### config.mk
export PLATFORM = sky130hd
export DESIGN_NAME = rv_instr_encoder
export DESIGN_NICKNAME = d
export VERILOG_FILES = /design/src/rtl/rv_isa_pkg.sv /design/src/rtl/rv_field_pack.sv /design/src/rtl/rv_instr_encoder.sv
export SDC_FILE = /design/constraint.sdc
export NUM_CORES = 1
export LEC_CHECK = 0
export CORE_MARGIN = 8
export CORE_UTILIZATION = 55
export CTS_BUF_LIST = sky130_fd_sc_hd__clkbuf_8
export CTS_CLUSTER_DIAMETER = 60
export DETAILED_ROUTE_END_ITERATION = 10
export PLACE_DENSITY = 0.86
export SLEW_MARGIN = 5
export SYNTH_ARGS = -nofsm -noshare
export SYNTH_HDL_FRONTEND = slang
export SYNTH_SLANG_ARGS = --single-unit
### constraint.sdc
create_clock -name clk -period 7.9 [get_ports clk]
set_input_delay 1.58 -clock clk [delete_from_list [all_inputs] [get_ports clk]]
set_output_delay 1.58 -clock clk [all_outputs]
set_load 0.05 [all_outputs]
### src/rtl/rv_isa_pkg.sv
// ============================================================================
// Module   : rv_isa_pkg
// Brief    : RV32I instruction formats, opcode constants and instruction layout.
// Revision : 1.0 - initial release
// ============================================================================
`default_nettype none

package rv_isa_pkg;

    typedef enum logic [2:0] {
        FMT_R = 3'd0,
        FMT_I = 3'd1,
        FMT_S = 3'd2,
        FMT_B = 3'd3,
        FMT_U = 3'd4,
        FMT_J = 3'd5
    } fmt_e;

    localparam logic [6:0] OPC_LOAD   = 7'b000_0011;
    localparam logic [6:0] OPC_OP_IMM = 7'b001_0011;
    localparam logic [6:0] OPC_AUIPC  = 7'b001_0111;
    localparam logic [6:0] OPC_STORE  = 7'b010_0011;
    localparam logic [6:0] OPC_OP     = 7'b011_0011;
    localparam logic [6:0] OPC_LUI    = 7'b011_0111;
    localparam logic [6:0] OPC_BRANCH = 7'b110_0011;
    localparam logic [6:0] OPC_JALR   = 7'b110_0111;
    localparam logic [6:0] OPC_JAL    = 7'b110_1111;

    localparam logic [31:0] NOP_WORD = 32'h0000_0013;

    // R-type slot layout; other formats reuse the slots for immediate bits.
    typedef struct packed {
        logic [6:0] funct7;
        logic [4:0] rs2;
        logic [4:0] rs1;
        logic [2:0] funct3;
        logic [4:0] rd;
        logic [6:0] opcode;
    } instr_t;

endpackage

`default_nettype wire

### src/rtl/rv_field_pack.sv
// ============================================================================
// Module   : rv_field_pack
// Brief    : Combinational packer from decoded fields to an RV32I word + error.
//            Macro RV_ENC_IMM_CHECK_EN adds immediate range/alignment errors.
// Revision : 1.0 - initial release
// ============================================================================
`default_nettype none

module rv_field_pack
    import rv_isa_pkg::*;
(
    input  logic [2:0]  fmt,
    input  logic [6:0]  opcode,
    input  logic [2:0]  funct3,
    input  logic [6:0]  funct7,
    input  logic [4:0]  rs1,
    input  logic [4:0]  rs2,
    input  logic [4:0]  rd,
    input  logic [31:0] imm,
    output logic [31:0] word,
    output logic        err
);

    instr_t w_ins;
    logic   w_fmt_ok;
    logic   w_range_bad;

    always_comb begin
        w_ins        = '0;
        w_ins.opcode = opcode;
        w_ins.funct3 = funct3;
        w_ins.rs1    = rs1;
        w_ins.rs2    = rs2;
        w_ins.rd     = rd;
        w_ins.funct7 = funct7;
        w_fmt_ok     = 1'b1;
        case (fmt)
            FMT_R: ;
            FMT_I: {w_ins.funct7, w_ins.rs2} = imm[11:0];
            FMT_S: begin
                w_ins.funct7 = imm[11:5];
                w_ins.rd     = imm[4:0];
            end
            FMT_B: begin
                w_ins.funct7 = {imm[12], imm[10:5]};
                w_ins.rd     = {imm[4:1], imm[11]};
            end
            FMT_U: {w_ins.funct7, w_ins.rs2, w_ins.rs1, w_ins.funct3} = imm[31:12];
            FMT_J: {w_ins.funct7, w_ins.rs2, w_ins.rs1, w_ins.funct3} =
                       {imm[20], imm[10:1], imm[11], imm[19:12]};
            default: w_fmt_ok = 1'b0;
        endcase
    end

`ifdef RV_ENC_IMM_CHECK_EN
    // A sign-extended field fits when every bit above its top bit matches it.
    always_comb begin
        w_range_bad = 1'b0;
        case (fmt)
            FMT_I, FMT_S: w_range_bad = !((&imm[31:11]) || !(|imm[31:11]));
            FMT_B:        w_range_bad = !((&imm[31:12]) || !(|imm[31:12])) || imm[0];
            FMT_J:        w_range_bad = !((&imm[31:20]) || !(|imm[31:20])) || imm[0];
            FMT_U:        w_range_bad = |imm[11:0];
            default:      w_range_bad = 1'b0;
        endcase
    end
`else
    logic w_unused_imm0;
    assign w_unused_imm0 = imm[0];
    assign w_range_bad   = 1'b0;
`endif

    assign word = w_fmt_ok ? w_ins : NOP_WORD;
    assign err  = !w_fmt_ok || w_range_bad;

endmodule

`default_nettype wire

### src/rtl/rv_instr_encoder.sv
// ============================================================================
// Module   : rv_instr_encoder
// Brief    : Field bundle -> RV32I word encoder with address-stamped output FIFO.
//            Macro RV_ENC_IMM_CHECK_EN enables immediate range errors on out_err.
// Revision : 1.0 - initial release
// ============================================================================
`default_nettype none

module rv_instr_encoder
    import rv_isa_pkg::*;
#(
    parameter int                DEPTH     = 2,
    parameter int                ADDR_W    = 32,
    parameter logic [ADDR_W-1:0] BASE_ADDR = {ADDR_W{1'b0}}
) (
    input  logic              clk,
    input  logic              rst,
    input  logic              flush,
    input  logic              in_valid,
    output logic              in_ready,
    input  logic [2:0]        in_fmt,
    input  logic [6:0]        in_opcode,
    input  logic [2:0]        in_funct3,
    input  logic [6:0]        in_funct7,
    input  logic [4:0]        in_rs1,
    input  logic [4:0]        in_rs2,
    input  logic [4:0]        in_rd,
    input  logic [31:0]       in_imm,
    output logic              out_valid,
    input  logic              out_ready,
    output logic [31:0]       out_instr,
    output logic [ADDR_W-1:0] out_addr,
    output logic              out_err
);

    localparam int               PTR_W   = $clog2(DEPTH);
    localparam logic [PTR_W:0]   c_depth = DEPTH[PTR_W:0];
    localparam logic [ADDR_W-1:0] c_step = ADDR_W'(4);

    logic [31:0]       r_mem_instr [DEPTH];
    logic [ADDR_W-1:0] r_mem_addr  [DEPTH];
    logic              r_mem_err   [DEPTH];
    logic [PTR_W-1:0]  r_wr_ptr;
    logic [PTR_W-1:0]  r_rd_ptr;
    logic [PTR_W:0]    r_count;
    logic [ADDR_W-1:0] r_addr;

    logic [31:0] w_word;
    logic        w_err;
    logic        w_full;
    logic        w_push;
    logic        w_pop;

    rv_field_pack u_pack (
        .fmt    (in_fmt),
        .opcode (in_opcode),
        .funct3 (in_funct3),
        .funct7 (in_funct7),
        .rs1    (in_rs1),
        .rs2    (in_rs2),
        .rd     (in_rd),
        .imm    (in_imm),
        .word   (w_word),
        .err    (w_err)
    );

    // in_ready depends only on occupancy, so a pop cannot open the FIFO the same cycle.
    assign w_full    = (r_count == c_depth);
    assign in_ready  = !w_full && !flush && !rst;
    assign out_valid = (r_count != '0);
    assign w_push    = in_valid && in_ready;
    assign w_pop     = out_valid && out_ready && !flush;

    assign out_instr = r_mem_instr[r_rd_ptr];
    assign out_addr  = r_mem_addr[r_rd_ptr];
    assign out_err   = r_mem_err[r_rd_ptr];

    always_ff @(posedge clk or posedge rst) begin
        if (rst) begin
            for (int i = 0; i < DEPTH; i++) begin
                r_mem_instr[i] <= '0;
                r_mem_addr[i]  <= BASE_ADDR;
                r_mem_err[i]   <= 1'b0;
            end
        end else if (w_push) begin
            r_mem_instr[r_wr_ptr] <= w_word;
            r_mem_addr[r_wr_ptr]  <= r_addr;
            r_mem_err[r_wr_ptr]   <= w_err;
        end
    end

    always_ff @(posedge clk or posedge rst) begin
        if (rst) begin
            r_wr_ptr <= '0;
            r_rd_ptr <= '0;
            r_count  <= '0;
            r_addr   <= BASE_ADDR;
        end else if (flush) begin
            r_wr_ptr <= '0;
            r_rd_ptr <= '0;
            r_count  <= '0;
            r_addr   <= BASE_ADDR;
        end else begin
            if (w_push) begin
                r_wr_ptr <= r_wr_ptr + PTR_W'(1);
                r_addr   <= r_addr + c_step;
            end
            if (w_pop) begin
                r_rd_ptr <= r_rd_ptr + PTR_W'(1);
            end
            case ({w_push, w_pop})
                2'b10:   r_count <= r_count + (PTR_W+1)'(1);
                2'b01:   r_count <= r_count - (PTR_W+1)'(1);
                default: r_count <= r_count;
            endcase
        end
    end

endmodule

`default_nettype wire
==> results.txt, run 1 <==
status - finished clean
number of hold buffers added after CTS - 0
setup repair after global routing missed its margin - false
design area - 9550 um2
final cycle utilization of the critical path - 0.650
clock period minus worst slack - 5.14 ns
adder-cell share of the synthesized area - 0.00163
number of max-cap violations - 0
total negative slack for setup checks - 0 ns
buffering stage count on the worst path with inverters included - 3
global-route wire length before repair - 31100 um
root cell of the clock tree - sky130_fd_sc_hd__clkbuf_8
Post-CTS Setup Bufs - 0
mux share of post-synthesis cell area - 0.185
number of diodes - 0
final number of setup-violating endpoints - 0
synthesis-to-finish area growth - 24.3%
Yosys reg bits - 160
total overflow reported by the global router - 0
count of unresolved DRC violations after routing - 0
initial standard-cell utilization of the core - 0.557
first-iteration detailed-routing DRC count - 415
number of enable flip-flop cells after synthesis - 0
synthesized cell area - 7680 um2
combinational family with the most area after synthesis - multiplexers
worst voltage drop across the vdd grid - 0.000175 V
most frequent cell on the critical path - sky130_fd_sc_hd__clkdlybuf4s50_1
Filler Cells Inserted - 1035
CTS tree - yes
post-route clock skew - 0.0107 ns
data arrival time of the critical path - 3.56 ns
pin count of the biggest net entering global routing - 92
overall routing resource usage - 0.214
number of top-level pins - 139
clock buffers created by TritonCTS - 17
most used flip-flop cell after synthesis - sky130_fd_sc_hd__dfrtp_1
achievable frequency - 195 MHz
Yosys warning count - 0
vias per cell - 5.77
xor/xnor cell area share of the yosys netlist - 0.0103
number of port buffers - 136
worst-margin pin slew - 0.922 ns
critical path fanouts, max - 44
final slew viol count - 0
area after detailed placement - 9110 um2
Post-Syn Instances - 725
die outline width - 134 um
series of cell instances along the critical path - clkdlybuf4s50_1, buf_4, or2_1, nor2_1, clkdlybuf4s50_1
fraction of the yosys area taken by sequential cells - 0.522
via count of the first global-routing pass - 6206
Hold Crit Class - register to register
GP Congestion - 0.850
Critical Path End Type - output port
total via count after detailed routing - 5941
number of nets with antenna violations after routing - 0
Max clock buf depth - 2
worst rel slew slack - 0.384
routed len/inst - 18.2 um
area share of and/or/nand/nor cells after synthesis - 0.143
type of element launching the critical path - primary input
startpoint-to-endpoint class of the critical path - primary input to output port
required time of the worst setup path - 6.32 ns
DRT Wirelength - 18700 um
count of TritonRoute iterations in the first routing pass - 5
Clock Pin Slew Worst Setup and Hold Paths - 0.08 ns
share of post-route cells with drive strength above 1 - 0.201
family of cells with the greatest summed delay on the critical path - buffers and inverters
Die Y - 134 um
Nets - 909
post-synthesis async set-or-reset flop share - 1.00
Pwr per Cell Area - 210 nW/um2
overall power of the completed layout - 2.01 mW
core region area - 13800 um2
worst-path cell with the longest stage delay - sky130_fd_sc_hd__clkdlybuf4s50_1
P_leak - 4.29 nW
sinks on the clock net - 160
Post-CTS Resized - 0
half-perimeter wire length after placement - 12800 um
Unique masters post-synth - 44
Compound-Gate Fraction of Synth Area - 0.104
synthesized area per cell - 10.6 um2
Worst-Skew Late Latency - 0.45 ns
final hold violation count - 0
initial antenna violation count - 0
floorplan die area - 18000 um2
floorplan row count - 43
largest stage delay on the critical path - 0.82 ns
H-tree levels - 4
-- path summary, 6_finish.rpt --
check	from	end	slack (ns)	cells after the start
worst max-delay path	flush	in_ready	2.76	5
worst min-delay path	r_mem_addr[59]	r_mem_addr[59]	0.47	2
worst max register to register	r_count[0]	r_addr[27]	5.54	4
worst min register to register	r_mem_addr[59]	r_mem_addr[59]	0.47	2
max in group asynchronous	rst	r_rd_ptr	4.74	3
min in group asynchronous	rst	r_addr[5]	1.72	2
-- power breakdown --
part / leakage, nW / internal (mW) / switching (mW)
Clock: 0.222 / 0.352 / 0.290
Sequential: 2.17 / 0.881 / 0.0391
Combinational: 1.89 / 0.178 / 0.266
-- synthesized netlist by cell type (3+ instances only) --
| cell type | number | area (um2) |
|---|---|---|
| sky130_fd_sc_hd__a21oi_1 | 21 | 105 |
| sky130_fd_sc_hd__a22oi_1 | 28 | 210 |
| sky130_fd_sc_hd__and3_1 | 3 | 18.8 |
| sky130_fd_sc_hd__buf_2 | 6 | 30.0 |
| sky130_fd_sc_hd__clkbuf_1 | 43 | 161 |
| sky130_fd_sc_hd__dfrtp_1 | 160 | 4000 |
| sky130_fd_sc_hd__inv_1 | 8 | 30.0 |
| sky130_fd_sc_hd__mux2_2 | 120 | 1350 |
| sky130_fd_sc_hd__mux2i_1 | 6 | 60.1 |
| sky130_fd_sc_hd__nand2_1 | 143 | 537 |
| sky130_fd_sc_hd__nand2b_1 | 3 | 18.8 |
| sky130_fd_sc_hd__nand3_1 | 10 | 50.1 |
| sky130_fd_sc_hd__nand4_1 | 6 | 37.5 |
| sky130_fd_sc_hd__nor2_1 | 22 | 82.6 |
| sky130_fd_sc_hd__nor2b_1 | 10 | 62.6 |
| sky130_fd_sc_hd__nor4_1 | 8 | 50.1 |
| sky130_fd_sc_hd__nor4_2 | 3 | 37.5 |
| sky130_fd_sc_hd__o21ai_0 | 57 | 285 |
| sky130_fd_sc_hd__o22ai_1 | 6 | 37.5 |
| sky130_fd_sc_hd__o2bb2ai_1 | 4 | 35.0 |
| sky130_fd_sc_hd__o31ai_1 | 11 | 82.6 |
| sky130_fd_sc_hd__or3_1 | 3 | 18.8 |
| sky130_fd_sc_hd__or4_1 | 10 | 75.1 |
| sky130_fd_sc_hd__xnor2_1 | 3 | 26.3 |
| sky130_fd_sc_hd__xor2_1 | 6 | 52.6 |
-- kinds of logic (layout without fill, tap and decap cells) --
kind of cell    Yosys count  in the layout
mux                     127            127
simple gates            234            234
other cells               1              2
compound gates          132            132
fa+ha+maj                 1              1
flops                   160            160
xor+xnor                  9              9
buf+inv                  61            184
-- through the flow --
stage | hold slack (ns) | util | setup WS (ns) | cells
floorplan | 0.442 | - | 2.00 | 726
global route | 0.496 | 0.693 | 2.68 | 1029
CTS | 0.479 | 0.693 | 2.75 | 1029
detailed placement | 0.459 | 0.662 | 2.76 | 997
global placement | 0.453 | 0.662 | 2.77 | 997
finish | 0.474 | 0.693 | 2.76 | 1029
-- area by class of cell --
type                       count  area (um2)  area share
inverter                       8        35.0     0.00367
sequential                   160        4010       0.420
multi-input combinational    505        3420       0.359
tap                          180         225      0.0236
clock inverter                10         133      0.0139
clock buffer                  22         303      0.0317
timing repair buffer         144        1420       0.149
-- layer usage --
metal  up-vias  wire length [um]  global-route usage
li1       2779                 -                   -
met1      2966              7900               0.262
met2       159              9550               0.360
met3        37               837              0.0445
met4         0               447              0.0942
met5         -                 0                   0
-- layout by cell type (no fill, tap or decap), types with 2 or more instances in the layout --
master                            instances
sky130_fd_sc_hd__nand2b_1                 3
sky130_fd_sc_hd__nor4_1                   8
sky130_fd_sc_hd__nand3_1                 10
sky130_fd_sc_hd__clkinvlp_4               2
sky130_fd_sc_hd__o22ai_1                  6
sky130_fd_sc_hd__or4_1                   10
sky130_fd_sc_hd__a22o_1                   2
sky130_fd_sc_hd__nor2_1                  22
sky130_fd_sc_hd__and3_1                   3
sky130_fd_sc_hd__nor2b_1                 10
sky130_fd_sc_hd__dfrtp_1                159
sky130_fd_sc_hd__clkbuf_8                22
sky130_fd_sc_hd__a21oi_1                 21
sky130_fd_sc_hd__a22oi_1                 28
sky130_fd_sc_hd__nand2_1                143
sky130_fd_sc_hd__xnor2_1                  3
sky130_fd_sc_hd__xor2_1                   6
sky130_fd_sc_hd__buf_4                    8
sky130_fd_sc_hd__o2bb2ai_1                4
sky130_fd_sc_hd__clkinv_2                 3
sky130_fd_sc_hd__o21ai_0                 57
sky130_fd_sc_hd__nand4_1                  6
sky130_fd_sc_hd__mux2i_1                  6
sky130_fd_sc_hd__or3_1                    3
sky130_fd_sc_hd__bufinv_16                3
sky130_fd_sc_hd__o31ai_1                 11
sky130_fd_sc_hd__conb_1                   2
sky130_fd_sc_hd__or2_2                    2
sky130_fd_sc_hd__nand4b_1                 2
sky130_fd_sc_hd__mux2_2                 120
sky130_fd_sc_hd__clkdlybuf4s50_1        136
sky130_fd_sc_hd__inv_1                    8
sky130_fd_sc_hd__nor4_2                   3
-- flip-flops by register name, summed over array words and instances (netlist names) --
name and flops:
r_addr 30, r_rd_ptr 1, r_wr_ptr 1, r_mem_addr 60, r_mem_instr 64, r_count 2, r_mem_err 2
-- tightest hold or removal path, delay by kind of cell (launching register included) --
family / cells / cell delay [ns]
DFF: 1 / 0.35
and+or+nand+nor: 2 / 0.10
Power figures use the tool's default switching activity.
==> inputs of run 2 (changes only) <==
- clock period: 7.9 -> 5.15 ns (I/O delays scaled with it)
==> run 2 against run 1 <==
  * Non-clock buffer count rose by 2
  * Clock power is 56% higher
  * Sequential power up 54%
  * Largest power group unchanged
  * Global-route usage shrank 0.21 points
  * Count of clock-buffer cells in the layout down 2
  * Clock skew decreased by 0.0034 ns
  * Via count grew 0.76%
  * Critical path depth is 2 lower
==> results.txt, run 2 (synthesis gave the netlist of run 1 again) <==
CTS tree - yes
H-tree levels - 4
initial antenna violation count - 0
total via count after detailed routing - 5986
Die Y - 134 um
length in cells of the worst reg-to-reg path - 4
worst-case register-to-register setup slack - 2.91 ns
final cycle utilization of the critical path - 0.765
Post-CTS Setup Bufs - 0
Pwr per Cell Area - 324 nW/um2
global-route wire length before repair - 30700 um
total overflow reported by the global router - 0
leading cell types in the layout, fill and taps excluded - sky130_fd_sc_hd__dfrtp_1 (159), sky130_fd_sc_hd__nand2_1 (143), sky130_fd_sc_hd__clkdlybuf4s50_1 (136), sky130_fd_sc_hd__mux2_2 (120), sky130_fd_sc_hd__o21ai_0 (57)
cell count after placement - 999
setup repair after global routing missed its margin - false
achievable frequency - 254 MHz
DRT Wirelength - 18800 um
count of TritonRoute iterations in the first routing pass - 7
clock network power share - 0.324
post-route clock skew - 0.00733 ns
hold endpoint - r_mem_instr[3]
half-perimeter wire length after placement - 12800 um
count of unresolved DRC violations after routing - 0
worst-margin pin slew - 0.937 ns
share of total power in combinational logic - 0.220
setup slack at placement - 1.33 ns
number of nets with antenna violations after routing - 0
clock period minus worst slack - 3.94 ns
Post-CTS Resized - 0
number of port buffers - 136
synthesis-to-finish area growth - 24.7%
Worst-Skew Late Latency - 0.45 ns
worst voltage drop across the vdd grid - 0.000235 V
total negative slack for setup checks - 0 ns
via count of the first global-routing pass - 6053
clock buffers created by TritonCTS - 17
overall routing resource usage - 0.212
data arrival time of the critical path - 2.91 ns
switching component of the power - 915 uW
critical path fanouts, max - 34
number of hold buffers added after CTS - 0
type of element launching the critical path - register
start of the worst register-to-register path - r_count[1]
initial standard-cell utilization of the core - 0.557
sinks on the clock net - 160
status - finished clean
part of the power in registers - 0.456
Hold Crit Class - register to register
final hold violation count - 0
root cell of the clock tree - sky130_fd_sc_hd__clkbuf_8
worst setup slack after layout - 1.21 ns
startpoint-to-endpoint class of the critical path - register to output port
flip-flop count of the largest register after layout - 64
floorplan die area - 18000 um2
Critical Path End Type - output port
capture instance of the worst register-to-register path - r_addr[28]
vias per cell - 5.81
share of post-route cells with drive strength above 1 - 0.201
core region area - 13800 um2
Max clock buf depth - 2
required time of the worst setup path - 4.12 ns
floorplan row count - 43
worst rel slew slack - 0.374
first-iteration detailed-routing DRC count - 465
number of diodes - 0
number of cells traversed by the worst hold path - 2
Clock Pin Slew Worst Setup and Hold Paths - 0.08 ns
Reg with most FFs - r_mem_instr
P_leak - 4.29 nW
final cell count without fillers - 1030
pin count of the biggest net entering global routing - 79
critical hold path startpoint - r_mem_instr[3]
routed len/inst - 18.2 um
number of max-cap violations - 0
final number of setup-violating endpoints - 0
final core utilization - 0.695
GP Congestion - 0.809
most frequent standard cell in the layout excluding fill and tap cells - sky130_fd_sc_hd__dfrtp_1
switching power share of the total - 0.295
number of top-level pins - 139
die outline width - 134 um
tightest hold margin - 0.478 ns
final slew viol count - 0
internal power summed over all cells - 2.19 mW
largest registers - r_mem_instr (64), r_mem_addr (60), r_addr (30)
Nets - 911
## run 2: cell count changes in the layout (fill, tap and decap cells not counted), sizes merged
| cell | before | now |
|---|---|---|
| buf | 8 | 10 |
| bufinv | 3 | 4 |
| clkbuf | 22 | 20 |
| clkinv | 4 | 2 |
| clkinvlp | 2 | 4 |
## run 2: routing by layer
metal	up-vias	share of wire	wire, um	track usage
li1	2786	-	-	-
met2	153	0.52	9760	0.363
met3	34	0.043	812	0.0494
met1	3013	0.41	7720	0.252
met4	0	0.024	458	0.0873
met5	-	0	0	0
## run 2: critical path, cell delays in order, from the launching register on
cell                              delay [ns]
sky130_fd_sc_hd__dfrtp_2                0.93
sky130_fd_sc_hd__buf_4                  0.40
sky130_fd_sc_hd__mux2_2                 0.37
sky130_fd_sc_hd__clkdlybuf4s50_1        0.75
## run 2: power by group through the flow
stage                     Clock (mW)  Combinational (mW)  Sequential, mW
final                           1.00               0.684            1.42
after global routing            1.07               0.725            1.43
after CTS                       1.02               0.688            1.41
after detailed placement           0               0.683            1.44
after global placement             0               0.669            1.43
after floorplan                    0               0.471            1.41
## run 2: area by class of cell
cell class	instances	area [um2]
Clock buffer	20	275
Clock inverter	11	164
Fill cell	1018	4200
Inverter	8	33.8
Multi-Input combinational cell	505	3420
Sequential cell	160	4010
Tap cell	180	225
Timing Repair Buffer	146	1450
## run 2: how the worst max path moves through the flow
| stage | start | end | slack [ns] | depth (start not counted) |
|---|---|---|---|---|
| 6_report | r_rd_ptr | out_instr[1] | 1.21 | 3 |
| 3_3_place_gp | flush | in_ready | 1.35 | 4 |
| 5_1_grt | r_rd_ptr | out_instr[1] | 1.12 | 3 |
| 2_1_floorplan | flush | in_ready | 2.00 | 3 |
| 3_5_place_dp | rst | in_ready | 1.33 | 4 |
| 4_1_cts | r_rd_ptr | out_instr[1] | 1.21 | 3 |
## run 2: per-stage QoR
stage | cell area, um2 | power, mW
after floorplan | 7680 | 1.88
after global placement | 9140 | 2.10
after detailed placement | 9140 | 2.12
after CTS | 9580 | 3.12
after global routing | 9580 | 3.22
final | 9580 | 3.10
==> inputs of run 3 (changes only) <==
- clock period: 5.15 -> 3.78 ns (I/O delays scaled with it)
==> run 3 against run 2 <==
  * Critical path depth rose by 3
  * Non-clock buffer count rose by 5
  * Routed wire length fell by 0.32%
  * Worst setup slack got worse by 0.57 ns
  * Design area rose by 0.47%
  * Flip-flop and latch count did not move
  * Critical path type is now primary input to register
  * Critical endpoint is now r_addr[27]
==> results.txt, run 3 (synthesis gave the netlist of run 1 again) <==
critical hold path startpoint - r_mem_instr[19]
area after detailed placement - 9200 um2
internal power summed over all cells - 2.91 mW
pin count of the biggest net entering global routing - 83
count of unresolved DRC violations after routing - 0
critical path fanouts, max - 19
final hold violation count - 0
number of top-level pins - 139
clock network power share - 0.315
worst voltage drop across the vdd grid - 0.000350 V
overall routing resource usage - 0.217
CTS tree - yes
Max clock buf depth - 2
total via count after detailed routing - 5947
routed len/inst - 18.0 um
Nets - 916
initial standard-cell utilization of the core - 0.557
flip-flop count of the largest register after layout - 64
design area - 9620 um2
required time of the worst setup path - 4.12 ns
Clock Pin Slew Worst Setup and Hold Paths - 0.08 ns
series of cell instances along the critical path - clkdlybuf4s50_1, buf_4, nor2_1, nand3_1, nor4b_1, mux2_2
via count of the first global-routing pass - 6172
half-perimeter wire length after placement - 13300 um
Global Route met1 Usage - 0.258
largest stage delay on the critical path - 0.58 ns
final number of setup-violating endpoints - 0
final slew viol count - 0
most frequent standard cell in the layout excluding fill and tap cells - sky130_fd_sc_hd__dfrtp_1
Worst-Skew Late Latency - 0.45 ns
number of diodes - 0
final cycle utilization of the critical path - 0.832
Hold Crit Class - register to register
part of the power in registers - 0.458
global-route wire length before repair - 31400 um
initial antenna violation count - 0
count of TritonRoute iterations in the first routing pass - 5
buffering stage count on the worst path with inverters included - 2
synthesis-to-finish area growth - 25.3%
DRT Wirelength - 18700 um
worst-path cell with the longest stage delay - sky130_fd_sc_hd__clkdlybuf4s50_1
Worst setup startpoint - flush
share of total power in combinational logic - 0.227
first-iteration detailed-routing DRC count - 466
largest registers - r_mem_instr (64), r_mem_addr (60), r_addr (30)
post-route clock skew - 0.00965 ns
type of element launching the critical path - primary input
number of port buffers - 136
switching component of the power - 1.27 mW
GP Congestion - 0.825
total overflow reported by the global router - 0
Most Crowded Layer GR - met2
switching power share of the total - 0.304
status - finished clean
met3 capacity usage during global routing - 0.0471
root cell of the clock tree - sky130_fd_sc_hd__clkbuf_8
number of hold buffers added after CTS - 0
sinks on the clock net - 160
worst rel slew slack - 0.512
floorplan row count - 43
family of cells with the greatest summed delay on the critical path - simple AND/OR/NAND/NOR gates
data arrival time of the critical path - 3.49 ns
Reg with most FFs - r_mem_instr
start of the worst register-to-register path - r_addr[10]
met2 track demand over resource in global routing - 0.378
number of max-cap violations - 0
leading cell types in the layout, fill and taps excluded - sky130_fd_sc_hd__dfrtp_1 (159), sky130_fd_sc_hd__nand2_1 (143), sky130_fd_sc_hd__clkdlybuf4s50_1 (135), sky130_fd_sc_hd__mux2_2 (120), sky130_fd_sc_hd__o21ai_0 (57)
worst-margin pin slew - 0.730 ns
vias per cell - 5.74
number of nets with antenna violations after routing - 0
H-tree levels - 4
Die Y - 134 um
Post-CTS Setup Bufs - 0
clock buffers created by TritonCTS - 17
Post-CTS Resized - 0
achievable frequency - 318 MHz
total negative slack for setup checks - 0 ns
floorplan die area - 18000 um2
P_leak - 4.30 nW
startpoint-to-endpoint class of the critical path - primary input to register
Pwr per Cell Area - 434 nW/um2
setup repair after global routing missed its margin - false
die outline width - 134 um
Critical Path End Type - register
clock period minus worst slack - 3.15 ns
core region area - 13800 um2
share of post-route cells with drive strength above 1 - 0.210
-- run 3: cell count changes in the layout (fill, tap and decap cells not counted) --
cell	previous run	this run
sky130_fd_sc_hd__clkinv_2	1	2
sky130_fd_sc_hd__clkinvlp_4	4	7
sky130_fd_sc_hd__buf_4	9	13
sky130_fd_sc_hd__inv_1	9	7
sky130_fd_sc_hd__clkdlybuf4s50_1	136	135
sky130_fd_sc_hd__clkinv_4	1	2
sky130_fd_sc_hd__bufinv_16	4	3
sky130_fd_sc_hd__buf_12	1	3
sky130_fd_sc_hd__clkbuf_8	20	19
-- run 3: per-stage QoR --
step,std cells,setup WS [ns],hold slack [ns],power [mW],util
after CTS,1036,0.617,0.478,4.21,0.699
after detailed placement,1004,0.177,0.459,2.90,0.668
after floorplan,726,0.995,0.442,2.56,-
after global placement,1004,0.421,0.454,2.86,0.668
after global routing,1036,0.409,0.493,4.35,0.699
final,1036,0.635,0.476,4.18,0.699
-- run 3: layout make-up --
type                       instances  area [um2]
fill                            1006        4150
sequential                       160        4010
multi-input combinational        505        3420
timing repair buffer             151        1510
clock buffer                      19         262
tap                              180         225
clock inverter                    13         163
inverter                           8        33.8
-- run 3: path summary, 6_finish.rpt --
kind / slack [ns] / cells past startpoint / to
max: 0.63 / 6 / r_addr[27]
min reg2reg: 0.48 / 2 / r_mem_instr[19]
min in group asynchronous: 0.84 / 2 / r_addr[3]
max in group asynchronous: 2.11 / 3 / r_mem_instr[38]
max reg2reg: 1.44 / 4 / r_addr[27]
min: 0.48 / 2 / r_mem_instr[19]
-- run 3: routing by layer --
metal | up-vias | share of wire
li1 | 2797 | -
met1 | 2989 | 0.41
met2 | 133 | 0.53
met3 | 28 | 0.037
met4 | 0 | 0.021
met5 | - | 0
-- run 3: power by group through the flow --
stage / clock network [mW] / registers, mW / logic, mW
after floorplan: 0 / 1.92 / 0.642
after global placement: 0 / 1.93 / 0.932
after detailed placement: 0 / 1.95 / 0.951
after CTS: 1.34 / 1.92 / 0.957
after global routing: 1.41 / 1.93 / 1.01
final: 1.32 / 1.92 / 0.947
-- run 3: worst reg2reg max path: cells and delay by family (launching register included) --
kind / cells / cell delay, ns
flops: 1 / 0.51
mux: 1 / 0.38
simple gates: 3 / 1.34
